==> src/rtl/led_pwm_fader.sv <==
// led_pwm_fader: per-LED PWM dimmer with optional linear fade, controlled over Avalon-MM.
// Build option: define LED_PWM_STATUS_EN to expose the STATUS register at address 3.
module led_pwm_fader #(
    parameter int DW = 7
) (
    input  logic          clk,
    input  logic          reset,
    input  logic [DW:0]   led_in,
    input  logic [1:0]    address,
    input  logic          chipselect,
    input  logic          read,
    input  logic          write,
    input  logic [31:0]   writedata,
    output logic [31:0]   readdata,
    output logic [DW:0]   LEDG
);

    localparam int N = DW + 1;

    logic [DW:0]       led_q, led_d;
    logic              ctrl_en_q, ctrl_en_d;
    logic              ctrl_fade_q, ctrl_fade_d;
    logic [7:0]        bright_q, bright_d;
    logic [15:0]       prescale_q, prescale_d;
    logic [15:0]       presc_cnt_q, presc_cnt_d;
    logic [7:0]        pwm_cnt_q, pwm_cnt_d;
    logic [DW:0][7:0]  duty_q, duty_d;
    logic [31:0]       readdata_q, readdata_d;

    logic [DW:0][7:0]  target;
    logic              tick;
    logic              period_end;
    logic [31:0]       status_word;

    // Reads update on chipselect alone; read strobe and upper write bits carry no information here.
    logic unused_ok;
    assign unused_ok = &{1'b0, read, writedata[31:16]};

    always_comb begin
        led_d = led_in;
        for (int i = 0; i < N; i++) begin
            target[i] = led_q[i] ? bright_q : 8'h00;
        end
    end

    always_comb begin
        tick        = ctrl_en_q && (presc_cnt_q == prescale_q);
        period_end  = tick && (pwm_cnt_q == 8'hFF);
        presc_cnt_d = presc_cnt_q + 16'd1;
        pwm_cnt_d   = pwm_cnt_q;
        if (!ctrl_en_q) begin
            presc_cnt_d = 16'd0;
            pwm_cnt_d   = 8'd0;
        end else if (tick) begin
            presc_cnt_d = 16'd0;
            pwm_cnt_d   = pwm_cnt_q + 8'd1;
        end
    end

    // Fading steps one count per PWM period, so a retarget simply reverses the ramp.
    always_comb begin
        duty_d = duty_q;
        for (int i = 0; i < N; i++) begin
            if (!ctrl_en_q) begin
                duty_d[i] = 8'd0;
            end else if (!ctrl_fade_q) begin
                duty_d[i] = target[i];
            end else if (period_end) begin
                if (duty_q[i] < target[i]) begin
                    duty_d[i] = duty_q[i] + 8'd1;
                end else if (duty_q[i] > target[i]) begin
                    duty_d[i] = duty_q[i] - 8'd1;
                end
            end
        end
    end

    always_comb begin
        ctrl_en_d   = ctrl_en_q;
        ctrl_fade_d = ctrl_fade_q;
        bright_d    = bright_q;
        prescale_d  = prescale_q;
        if (chipselect && write) begin
            case (address)
                2'd0: begin
                    ctrl_en_d   = writedata[0];
                    ctrl_fade_d = writedata[1];
                end
                2'd1:    bright_d   = writedata[7:0];
                2'd2:    prescale_d = writedata[15:0];
                default: ;
            endcase
        end
    end

`ifdef LED_PWM_STATUS_EN
    logic fade_active;

    always_comb begin
        fade_active = 1'b0;
        for (int i = 0; i < N; i++) begin
            if (duty_q[i] != target[i]) begin
                fade_active = 1'b1;
            end
        end
    end

    assign status_word = {7'b0, fade_active, 8'b0, pwm_cnt_q, duty_q[0]};
`else
    assign status_word = 32'h0000_0000;
`endif

    always_comb begin
        readdata_d = readdata_q;
        if (chipselect) begin
            case (address)
                2'd0:    readdata_d = {30'b0, ctrl_fade_q, ctrl_en_q};
                2'd1:    readdata_d = {24'b0, bright_q};
                2'd2:    readdata_d = {16'b0, prescale_q};
                default: readdata_d = status_word;
            endcase
        end
    end

    always_comb begin
        LEDG = '0;
        for (int i = 0; i < N; i++) begin
            LEDG[i] = ctrl_en_q && (pwm_cnt_q < duty_q[i]);
        end
    end

    assign readdata = readdata_q;

    always_ff @(posedge clk) begin
        if (!reset) begin
            led_q       <= '0;
            ctrl_en_q   <= 1'b1;
            ctrl_fade_q <= 1'b0;
            bright_q    <= 8'hFF;
            prescale_q  <= 16'd0;
            presc_cnt_q <= 16'd0;
            pwm_cnt_q   <= 8'd0;
            duty_q      <= '0;
            readdata_q  <= 32'd0;
        end else begin
            led_q       <= led_d;
            ctrl_en_q   <= ctrl_en_d;
            ctrl_fade_q <= ctrl_fade_d;
            bright_q    <= bright_d;
            prescale_q  <= prescale_d;
            presc_cnt_q <= presc_cnt_d;
            pwm_cnt_q   <= pwm_cnt_d;
            duty_q      <= duty_d;
            readdata_q  <= readdata_d;
        end
    end

endmodule

==> config.mk <==
export PLATFORM = sky130hd
export DESIGN_NAME = led_pwm_fader
export DESIGN_NICKNAME = d
export VERILOG_FILES = /design/src/rtl/led_pwm_fader.sv
export SDC_FILE = /design/constraint.sdc
export NUM_CORES = 1
export LEC_CHECK = 0
export CAP_MARGIN = 30
export CORE_MARGIN = 5
export CORE_UTILIZATION = 40
export CTS_CLUSTER_DIAMETER = 50
export DETAILED_ROUTE_END_ITERATION = 8
export HOLD_SLACK_MARGIN = 0.02
export PLACE_DENSITY = 0.55
export SYNTH_ARGS = -nofsm -noshare
export SYNTH_HDL_FRONTEND = slang
export SYNTH_SLANG_ARGS = --single-unit
==> constraint.sdc <==
create_clock -name clk -period 10.5 [get_ports clk]
set_input_delay 1.575 -clock clk [delete_from_list [all_inputs] [get_ports clk]]
set_output_delay 1.575 -clock clk [all_outputs]
set_load 0.02 [all_outputs]
# Word level (Yosys, flattened, before mapping)
# Cells that the tools add are included.
[word_totals]
regBits = 154
out_inout_bits = 40
[classes]
add_sub_neg = 18
magnitude_cmp = 24
n_eq_ne = 13
mux = 41
bitwise = 2
reduce_logical = 25
[op_table]
columns = ["cell", "count"]
rows = [
  ["$mux 8", 40],
  ["$lt 8x8->1", 16],
  ["$add 8x1->8 const B", 9],
  ["$gt 8x8->1", 8],
  ["$sub 8x1->8 const B", 8],
  ["$pmux 16 s3", 1],
  ["$ne 3x1->1 const B", 8],
  ["$reduce_and 2->1", 12],
  ["$add 16x1->16 const B", 1],
  ["$eq 16x16->1", 1],
  ["$logic_and 1x1->1", 11],
  ["$eq 8x8->1 const B", 1],
  ["$reduce_or 3->1", 1],
  ["$eq 2x1->1 const B", 1],
  ["$eq 2x2->1 const B", 1],
  ["$logic_not 2->1", 1],
  ["$ne 2x1->1 const B", 1],
  ["$not 1->1", 2],
]

# Depth between registers and ports, before layout
# Gate-level depths: netlist of the first run.
[depth]
depth_word = 6
ltp_mapped = 15

# Worst setup path after synthesis of the first run
# OpenSTA, ideal clock, no wires.
[synth_path]
kind = "reg-to-reg"
startpoint = "register bright_q[3]"
endpoint = "register duty_q[7] in the netlist's numbering"
setup_time_ns = 0.136
arrival_time_ns = 3.445
required_time_ns = 10.364
setup_slack_ns = 6.920
stages_incl_launch_ff = 15
n_path_buf = 1
path_cell_list = "dfxtp_1 > clkbuf_1 > nand2_1 > ha_1 > nand3_1 > o221a_2 > o21ai_1 > ha_1 > a21oi_1 > a21boi_1 > or4_1 > a31oi_1 > xnor2_1 > a221oi_1 > a211oi_1"
[synth_via]
elab_chain_len = 5
word_cells_on_any_way = 8
cone_classes = "order compare: 2; eq/ne: 1; mux: 4; reduce/logical: 1"
[synth_lines]
columns = ["item", "line_no", "source"]
rows = [
  ["from (decl)", "23", "logic [7:0] bright_q, bright_d;"],
  ["from (signal assigned)", "149", "bright_q <= bright_d;"],
  ["$mux 8 *", "42", "target[i] = led_q[i] ? bright_q : 8'h00;"],
  ["$lt 8x8->1", "69", "if (duty_q[i] < target[i]) begin"],
  ["$mux 8", "69", ""],
  ["$mux 8", "68", "end else if (period_end) begin"],
  ["$mux 8", "66", "end else if (!ctrl_fade_q) begin"],
  ["to (signal assigned)", "153", "duty_q <= duty_d;"],
  ["to (decl)", "27", "logic [DW:0][7:0] duty_q, duty_d;"],
]
# Mark *: on every way between the ends. The rest lies on a longest branch, timed or not. The select of a mux whose other input is x is not followed.
# A chain may end at the register's enable or synchronous reset.

# Worst setup path in the final report of the first run
[layout_path]
startpoint = "register pwm_cnt_q[2]"
endpoint = "output LEDG[4]"
[layout_via]
elab_chain_len = 2
[layout_lines]
columns = ["item", "line_no", "source"]
rows = [
  ["from (decl)", "26", "logic [7:0] pwm_cnt_q, pwm_cnt_d;"],
  ["from (signal assigned)", "152", "pwm_cnt_q <= pwm_cnt_d;"],
  ["$lt 8x8->1", "128", "LEDG[i] = ctrl_en_q && (pwm_cnt_q < duty_q[i]);"],
  ["$logic_and 1x1->1", "128", ""],
  ["to (decl)", "15", "output logic [DW:0] LEDG"],
]
# Every way passes these cells.

==> results of run 1 <==
state kept, by name (all words and copies together) (netlist names):
name and flops:
prescale_q 16, readdata 16, bright_q 8, duty_q 64, presc_cnt_q 16, led_q 8, ctrl_en_q 1, ctrl_fade_q 1
pwm_cnt_q 8
worst register-to-register path: cells and delay by family, from the launching register on:
family,cells,cell delay [ns]
simple gates,3,0.69
xor+xnor,1,0.10
compound gates,7,1.87
flops,1,0.84
fa+ha+maj,2,0.76
final timing paths:
kind / start / to / slack, ns / depth (start not counted)
max reg2reg: bright_q[3] / duty_q[7] / 6.08 / 13
min: readdata[7] / readdata[7] / 0.48 / 1
min reg2reg: readdata[7] / readdata[7] / 0.48 / 1
max: pwm_cnt_q[2] / LEDG[4] / 5.91 / 7
metrics by stage:
stage	hold slack, ns	area (µm²)	std cells	utilization [%]
6_report	0.482	12700	1833	45.6
5_1_grt	0.508	12700	1833	45.6
4_1_cts	0.488	12700	1832	45.6
3_5_place_dp	0.468	12100	1800	43.4
3_3_place_gp	0.462	12100	1798	43.3
2_1_floorplan	0.453	11400	1444	-
synthesized netlist by cell type (21+ instances only):
cell | count | area share, %
dfxtp_1 | 138 | 24
ha_1 | 178 | 20
clkbuf_1 | 55 | 1.8
xor2_1 | 32 | 2.5
a21boi_0 | 33 | 2.2
inv_1 | 96 | 3.2
nand3_1 | 66 | 2.9
xnor2_1 | 43 | 3.3
nor3_1 | 25 | 1.1
buf_4 | 21 | 1.4
a21oi_1 | 87 | 3.8
nor2_1 | 119 | 3.9
o21ai_0 | 53 | 2.3
nand2_1 | 178 | 5.9
a211oi_1 | 42 | 2.8
power groups by stage:
stage | registers, mW | logic, mW | clock network, mW
floorplan | 0.585 | 0.422 | 0
global placement | 0.612 | 0.525 | 0
detailed placement | 0.613 | 0.537 | 0
CTS | 0.601 | 0.541 | 0.642
global route | 0.604 | 0.615 | 0.669
finish | 0.600 | 0.538 | 0.624
logic make-up after synthesis:
kind of cell               Yosys count  share of synthesized area [%]
muxes                               12                           1.06
DFF                                138                           24.4
xor gates and xnor gates            75                           5.79
and+or+nand+nor                    496                           20.4
buffers and inverters              181                           6.73
adders and majority gates          186                           21.0
AOI/OAI and AO/OA                  340                           20.6
other                                1                         0.0331
metal layers:
layer | GRT usage [%] | up-vias
li1 | - | 5055
met1 | 25.5 | 4479
met2 | 33.8 | 167
met3 | 2.99 | 47
met4 | 6.72 | 0
met5 | 0 | -
area by class of cell:
type | count | area share, %
sequential | 138 | 21.8
clock inverter | 15 | 1.53
tap | 378 | 3.72
multi-input combinational | 1125 | 62.0
timing repair buffer | 64 | 4.81
clock buffer | 17 | 3.35
inverter | 96 | 2.84
==> impl_metrics.py, run 1 <==
metrics = {
    "clocking": {
        "cts_root_buf": "clkbuf_16",
        "cts.clk_slew.worst_paths_ns": 0.08,
        "cts_hold_buf": 0,
        "cts-resized-gates": 0,
        "clkSinkCount": 138,
        "cts_made_buffers": 17,
        "cts.htree.levels": 4,
        "clk_latency_ns": 0.43,
        "clk_path_buf_depth": 2,
        "cts_setup_buffers": 0,
        "cts_tree": "yes",
    },
    "grt": {
        "grt_pass1_wl_um": 50100,
        "grt_pass1_vias": 9684,
        "antenna_found_initial": 1,
        "grt_overflow": 0,
        "grt_max_degree": 79,
        "grt_usage_pct": 19.8,
    },
    "logic_synthesis": {
        "synthCells": 1429,
        "synth_cell_types": 61,
        "ys_seq_elements": 138,
        "yosys_warnings": 0,
        "synth.avg_cell_area_um2": 7.94,
        "ys_seq_area_share_pct": 24.4,
        "syn_area_um2": 11300,
        "async_reset_ff_share_pct": 0,
        "synth_edf_count": 0,
        "synth_ff_type": "dfxtp_1",
    },
    "drt": {
        "met2_length_um": 14400,
        "firstDrtPassIters": 5,
        "drt_iter0_drc": 527,
        "via_count": 9748,
        "wl_um": 30700,
        "dr_wl_met3_um": 1080,
        "drc": 0,
        "viasPerCell": 5.32,
        "highest_layer": "met4",
        "met1_length_um": 14400,
        "wl_per_cell_um": 16.8,
        "detail-route-antenna-nets": 0,
    },
    "timing": {
        "rsz0062_at_grt": "false",
        "fin_crit_sh_pct": 43.7,
        "fmax_mhz": 218,
        "clock_skew_ns": 0.0184,
        "setup-tns-final_ns": 0,
        "hold_viol": 0,
        "fin_crit_ns": 4.59,
        "setup_viol": 0,
        "maxSlewHeadroom_pct": 38.7,
        "worst_pin_slew_ns": 0.920,
        "fin_ws_ns": 5.91,
        "slew_viol_final": 0,
    },
    "cells_and_area": {
        "fillers": 2821,
        "most-common-layout-cells": "178 x ha_1, 177 x nand2_1, 137 x dfxtp_1, 119 x nor2_1, 96 x inv_1",
        "multi_input_area_um2": 7880,
        "layout_commonest_cell": "ha_1",
        "seqCellArea_um2": 2770,
        "diodes": 0,
        "drive_gt1_share_pct": 5.36,
        "area_growth_syn_to_layout_pct": 12.0,
        "finalNetCount": 1675,
    },
    "critical_path": {
        "path_buf_inv": 1,
        "worstSetupPathType": "reg2out",
        "crit_family": "flip-flops",
        "crit_chain": "ha_1 -> a21boi_0 -> o21ai_0 -> a21oi_1 -> o211ai_1 -> and4b_1 -> clkdlybuf4s50_1",
        "path_max_fanout": 12,
        "crit_path_start_kind": "flip-flop",
        "max_stage_delay_ns": 0.80,
        "cp_slowest_cell": "dfxtp_1",
        "cp.arrival_ns": 3.02,
        "cp-end-kind": "output pin",
        "crit_required_ns": 8.93,
    },
    "power_and_ir_drop": {
        "p_clk_share_pct": 35.4,
        "combPwrFrac_pct": 30.5,
        "sw_frac_of_total_pct": 36.9,
        "power_mw": 1.76,
        "p_int_mw": 1.11,
        "leakage_nw": 5.59,
        "powerDensity_nw_per_um2": 139,
        "ir_drop_mv": 0.0975,
        "p_sw_uw": 651,
        "seq_power_share_pct": 34.1,
    },
    "outcome": {
        "outcome": "finished, final reports clean",
    },
    "floorplanning": {
        "die_y_um": 178,
        "dieArea_um2": 31800,
        "initial_core_util_pct": 40.7,
        "io_pins": 87,
        "row_count": 61,
        "core_area_um2": 27900,
        "die_w_um": 178,
    },
    "job": {
        "maxCapViolCount": 0,
    },
    "placed_design": {
        "port_buffers": 53,
        "dp.final_hpwl_um": 21400,
        "dp_slack_ns": 6.02,
        "gp_congestion": 0.824,
    },
    "worst_hold_path": {
        "worstHoldPathType": "reg2reg",
    },
}
No activity file was read; power rests on OpenSTA's default activity.
==> run 2, diff against run 1 <==
PLACE_DENSITY = 0.57   (was 0.55)
clock period = 4.2 ns   (was 10.5 ns; I/O delays follow)
==> run 2 against run 1 <==
Compared with the run above:
- flip-flop and latch count did not move
- first-iteration DRC count fell by 1.3%
- combinational power increased to 2.6 times the previous value
- count of clock-buffer cells in the layout unchanged
- setup slack got worse by 5.5 ns
- sequential share of layout area decreased by 0.25 points
- sequential power up 150%
- via count up 2.2%
- highest routed layer unchanged
- critical endpoint is now duty_q[47]
- clock power rose to 2.5 times the previous value
- critical path depth up 8
==> impl_metrics.py, run 2 (synthesis gave the netlist of run 1 again) <==
metrics = {
    "outcome": {
        "outcome": "finished, final reports clean",
    },
    "drt": {
        "drc": 0,
        "wl_um": 31500,
        "drt_iter0_drc": 520,
        "wl_per_cell_um": 17.0,
        "firstDrtPassIters": 5,
        "via_count": 9967,
        "viasPerCell": 5.37,
        "detail-route-antenna-nets": 0,
    },
    "critical_path": {
        "crit_chain": "buf_4 -> nand2_1 -> ha_1 -> nand2_1 -> o21bai_1 -> a21oi_1 -> or2_2 -> ha_1 -> a21oi_1 -> a21boi_1 -> or4_1 -> a31oi_1 -> xnor2_1 -> a2bb2oi_1 -> a211oi_1",
        "crit_family": "compound AO/OA/AOI/OAI gates",
        "crit_path_start_kind": "flip-flop",
        "path_max_fanout": 8,
        "crit_required_ns": 4.48,
        "cp-end-kind": "flip-flop",
        "max_stage_delay_ns": 0.49,
        "rr_startpoint": "bright_q[3]",
        "worstReg2RegEnd": "duty_q[47]",
        "worstSetupPathType": "reg2reg",
        "cp.arrival_ns": 4.06,
        "path_buf_inv": 1,
        "cp_slowest_cell": "dfxtp_1",
        "reg2reg_slack_ns": 0.42,
        "rr_worst_depth": 15,
    },
    "grt": {
        "grt_max_degree": 73,
        "grt_usage_pct": 20.2,
        "grt_overflow": 0,
        "grt_pass1_vias": 9881,
        "grt_pass1_wl_um": 51200,
        "antenna_found_initial": 0,
    },
    "cells_and_area": {
        "diodes": 0,
        "most-common-layout-cells": "178 x ha_1, 177 x nand2_1, 136 x dfxtp_1, 119 x nor2_1, 96 x inv_1",
        "largest_reg_flops": 64,
        "layout_commonest_cell": "ha_1",
        "drive_gt1_share_pct": 6.84,
        "regMostFlops": "duty_q",
        "fillers": 2783,
        "final_cells": 1855,
        "finalNetCount": 1697,
        "area_growth_syn_to_layout_pct": 13.4,
    },
    "floorplanning": {
        "io_pins": 87,
        "core_area_um2": 27900,
        "dieArea_um2": 31800,
        "row_count": 61,
        "initial_core_util_pct": 40.7,
        "die_w_um": 178,
        "die_y_um": 178,
    },
    "timing": {
        "setup_viol": 0,
        "fin_ws_ns": 0.424,
        "fin_crit_ns": 3.78,
        "setup-tns-final_ns": 0,
        "rsz0062_at_grt": "false",
        "slew_viol_final": 0,
        "fmax_mhz": 265,
        "hold_viol": 0,
        "hold_slack_ns": 0.487,
        "fin_crit_sh_pct": 89.9,
        "clock_skew_ns": 0.0158,
        "maxSlewHeadroom_pct": 40.4,
        "worst_pin_slew_ns": 0.893,
    },
    "clocking": {
        "cts_tree": "yes",
        "clkSinkCount": 138,
        "clk_latency_ns": 0.44,
        "cts.clk_slew.worst_paths_ns": 0.08,
        "cts_made_buffers": 17,
        "cts_root_buf": "clkbuf_16",
        "cts_setup_buffers": 0,
        "cts.htree.levels": 4,
        "clk_path_buf_depth": 2,
    },
    "placed_design": {
        "dp.final_hpwl_um": 22700,
        "placed_cells": 1823,
        "gp_congestion": 0.850,
        "port_buffers": 53,
        "dp_slack_ns": 0.350,
    },
    "power_and_ir_drop": {
        "power_mw": 4.44,
        "ir_drop_mv": 0.239,
        "leakage_nw": 5.68,
        "powerDensity_nw_per_um2": 346,
    },
    "worst_hold_path": {
        "hold_depth": 1,
        "worstHoldPathType": "reg2reg",
        "hp-start": "readdata[6]",
        "hold_end": "readdata[6]",
    },
    "job": {
        "maxCapViolCount": 0,
    },
}
[run 2: cell type report]
cell class / count / area (µm²) / share of cell area [%]
Multi-Input combinational cell: 1125 / 7880 / 61.2
Inverter: 96 / 360 / 2.80
Clock inverter: 15 / 171 / 1.33
Sequential cell: 138 / 2770 / 21.5
Tap cell: 378 / 473 / 3.68
Clock buffer: 17 / 425 / 3.31
Timing Repair Buffer: 86 / 790 / 6.14
[run 2: worst max-delay path by stage]
| stage | from | to | cells past startpoint |
|---|---|---|---|
| finish | bright_q[3] | duty_q[47] | 15 |
| global route | led_q[6] | duty_q[55] | 14 |
| CTS | bright_q[1] | duty_q[47] | 14 |
| detailed placement | bright_q[1] | duty_q[47] | 14 |
| global placement | bright_q[1] | duty_q[47] | 14 |
| floorplan | bright_q[3] | duty_q[7] | 14 |
[run 2: routing by layer]
layer  up-vias  routed length (µm)  GRT usage, %
met5         -                   0             0
li1       5086                   -             -
met2       176               15100          35.3
met1      4659               14500          25.8
met3        46                1240          3.16
met4         0                 710          6.04
[run 2: stage by stage]
step | util, % | cell area (µm²)
6_report | 46.2 | 12900
5_1_grt | 46.2 | 12900
4_1_cts | 46.2 | 12900
3_5_place_dp | 44.0 | 12300
3_3_place_gp | 44.0 | 12300
2_1_floorplan | - | 11400
[run 2: worst reg2reg max path: cells and delay by family, from the launching register on]
kind	cells	cell delay, ns
and+or+nand+nor	4	0.96
buffers and inverters	1	0.22
adders and majority gates	2	0.68
DFF	1	0.49
xor gates and xnor gates	1	0.15
AOI/OAI and AO/OA	7	1.13
[run 2: where the power goes]
part / internal [mW] / switching [mW] / total, mW
combinational: 0.615 / 0.765 / 1.38
clock: 0.853 / 0.721 / 1.57
sequential: 1.37 / 0.119 / 1.49
[run 2: repair_timing]
action                                  in CTS  in global routing
hold buffers                                 0                  0
gates resized for setup                      0                  1
hold endpoints to repair                     0                  0
endpoints found under the setup margin       0                  1
==> run 3, diff against run 2 <==
--- a/config.mk
+++ b/config.mk
@@ -6,6 +6,6 @@
 export NUM_CORES = 1
 export LEC_CHECK = 0
-export CAP_MARGIN = 30
-export CORE_MARGIN = 5
+export CAP_MARGIN = 10
+export CORE_MARGIN = 4
 export CORE_UTILIZATION = 40
 export CTS_CLUSTER_DIAMETER = 50
==> constraint.sdc (replaced) <==
create_clock -name clk -period 4.2 [get_ports clk]
set_input_delay 0.63 -clock clk [delete_from_list [all_inputs] [get_ports clk]]
set_output_delay 0.63 -clock clk [all_outputs]
set_load 0.1 [all_outputs]
==> run 3 against run 2 <==
Compared with the run above:
- fmax shrank 2.6%
- register-to-register slack lost 0.099 ns
- power grew 7.2%
- highest routed layer unchanged
==> impl_metrics.py, run 3 (synthesis gave the netlist of run 1 again) <==
metrics = {
    "outcome": {
        "outcome": "finished, final reports clean",
    },
    "floorplanning": {
        "die_w_um": 176,
        "row_count": 61,
        "initial_core_util_pct": 40.7,
        "die_y_um": 176,
        "io_pins": 87,
        "dieArea_um2": 31100,
        "core_area_um2": 27900,
    },
    "cells_and_area": {
        "finalNetCount": 1691,
        "largest_reg_flops": 64,
        "drive_gt1_share_pct": 6.93,
        "area_growth_syn_to_layout_pct": 13.0,
        "diodes": 0,
        "regMostFlops": "duty_q",
        "layout_commonest_cell": "ha_1",
        "most-common-layout-cells": "178 x ha_1, 177 x nand2_1, 137 x dfxtp_1, 119 x nor2_1, 96 x inv_1",
    },
    "drt": {
        "wl_um": 31700,
        "drt_iter0_drc": 532,
        "drc": 0,
        "detail-route-antenna-nets": 0,
        "via_count": 10100,
        "viasPerCell": 5.44,
        "firstDrtPassIters": 5,
        "wl_per_cell_um": 17.1,
    },
    "critical_path": {
        "cp-end-kind": "flip-flop",
        "cp.arrival_ns": 4.23,
        "crit_path_start_kind": "flip-flop",
        "worstSetupPathType": "reg2reg",
        "crit_required_ns": 4.55,
        "path_max_fanout": 8,
    },
    "clocking": {
        "cts_made_buffers": 17,
        "cts.clk_slew.worst_paths_ns": 0.08,
        "clk_path_buf_depth": 2,
        "cts_setup_buffers": 0,
        "clkSinkCount": 138,
        "cts.htree.levels": 4,
        "clk_latency_ns": 0.44,
        "cts_tree": "yes",
        "cts-resized-gates": 0,
        "cts_root_buf": "clkbuf_16",
        "cts_hold_buf": 0,
    },
    "timing": {
        "fmax_mhz": 258,
        "worst_pin_slew_ns": 1.13,
        "setup_viol": 0,
        "hold_viol": 0,
        "fin_crit_ns": 3.87,
        "fin_crit_sh_pct": 92.3,
        "hold_slack_ns": 0.486,
        "rsz0062_at_grt": "false",
        "clock_skew_ns": 0.0139,
        "setup-tns-final_ns": 0,
        "slew_viol_final": 0,
        "maxSlewHeadroom_pct": 24.7,
    },
    "worst_hold_path": {
        "worstHoldPathType": "reg2reg",
    },
    "job": {
        "maxCapViolCount": 0,
    },
    "power_and_ir_drop": {
        "power_mw": 4.77,
        "leakage_nw": 5.68,
        "ir_drop_mv": 0.254,
        "powerDensity_nw_per_um2": 372,
    },
    "placed_design": {
        "gp_congestion": 0.829,
        "port_buffers": 53,
        "dp.final_hpwl_um": 22800,
    },
    "grt": {
        "grt_pass1_wl_um": 50300,
        "antenna_found_initial": 0,
        "grt_overflow": 0,
        "grt_usage_pct": 20.3,
        "grt_max_degree": 55,
        "grt_pass1_vias": 9662,
    },
}
==> run 3: worst paths after layout <==
| path | from | depth (start not counted) | slack [ns] | end |
|---|---|---|---|---|
| max | bright_q[2] | 15 | 0.33 | duty_q[47] |
| min | readdata[5] | 1 | 0.49 | readdata[5] |
| max reg2reg | bright_q[2] | 15 | 0.33 | duty_q[47] |
| min reg2reg | readdata[5] | 1 | 0.49 | readdata[5] |
==> run 3: per-stage QoR <==
step                instance area, µm²  setup WS, ns  util [%]  cells
CTS                              12800         0.391      46.0   1849
global placement                 12200         0.490      43.8   1817
detailed placement               12200         0.409      43.8   1817
finish                           12800         0.325      46.0   1849
global route                     12800        0.0282      46.0   1849
floorplan                        11400         0.620         -   1444
==> run 3: critical path: stages (launching register included) <==
cell and delay, ns:
dfxtp_1 0.62, buf_4 0.25, nand2_1 0.08, ha_1 0.29, nand2_1 0.08, o21bai_1 0.15, a21oi_1 0.11, or2_2 0.39
ha_1 0.36, a21oi_1 0.20, a21boi_1 0.12, or4_1 0.42, a31oi_1 0.23, xnor2_1 0.09, a2bb2oi_1 0.13, a211oi_1 0.25
==> run 3: cell type report <==
cell class              count  area, µm²
clock inverters            15        199
well taps                 378        473
fillers                  2797      15000
flip-flops and latches    138       2770
repair buffers             80        721
multi-input cells        1125       7880
clock buffers              17        425
inverters                  96        360
==> run 3: layer usage <==
| layer | vias to the layer above | wire length (µm) | GRT usage [%] |
|---|---|---|---|
| li1 | 5080 | - | - |
| met4 | 0 | 1290 | 9.19 |
| met5 | - | 0 | 0 |
| met2 | 243 | 14500 | 34.0 |
| met3 | 67 | 1670 | 3.88 |
| met1 | 4674 | 14200 | 25.4 |
==> run 3: report_power, final <==
part	switching [mW]	leakage, nW	internal (mW)
Combinational	1.03	4.24	0.599
Sequential	0.125	1.13	1.37
Clock	0.724	0.309	0.917
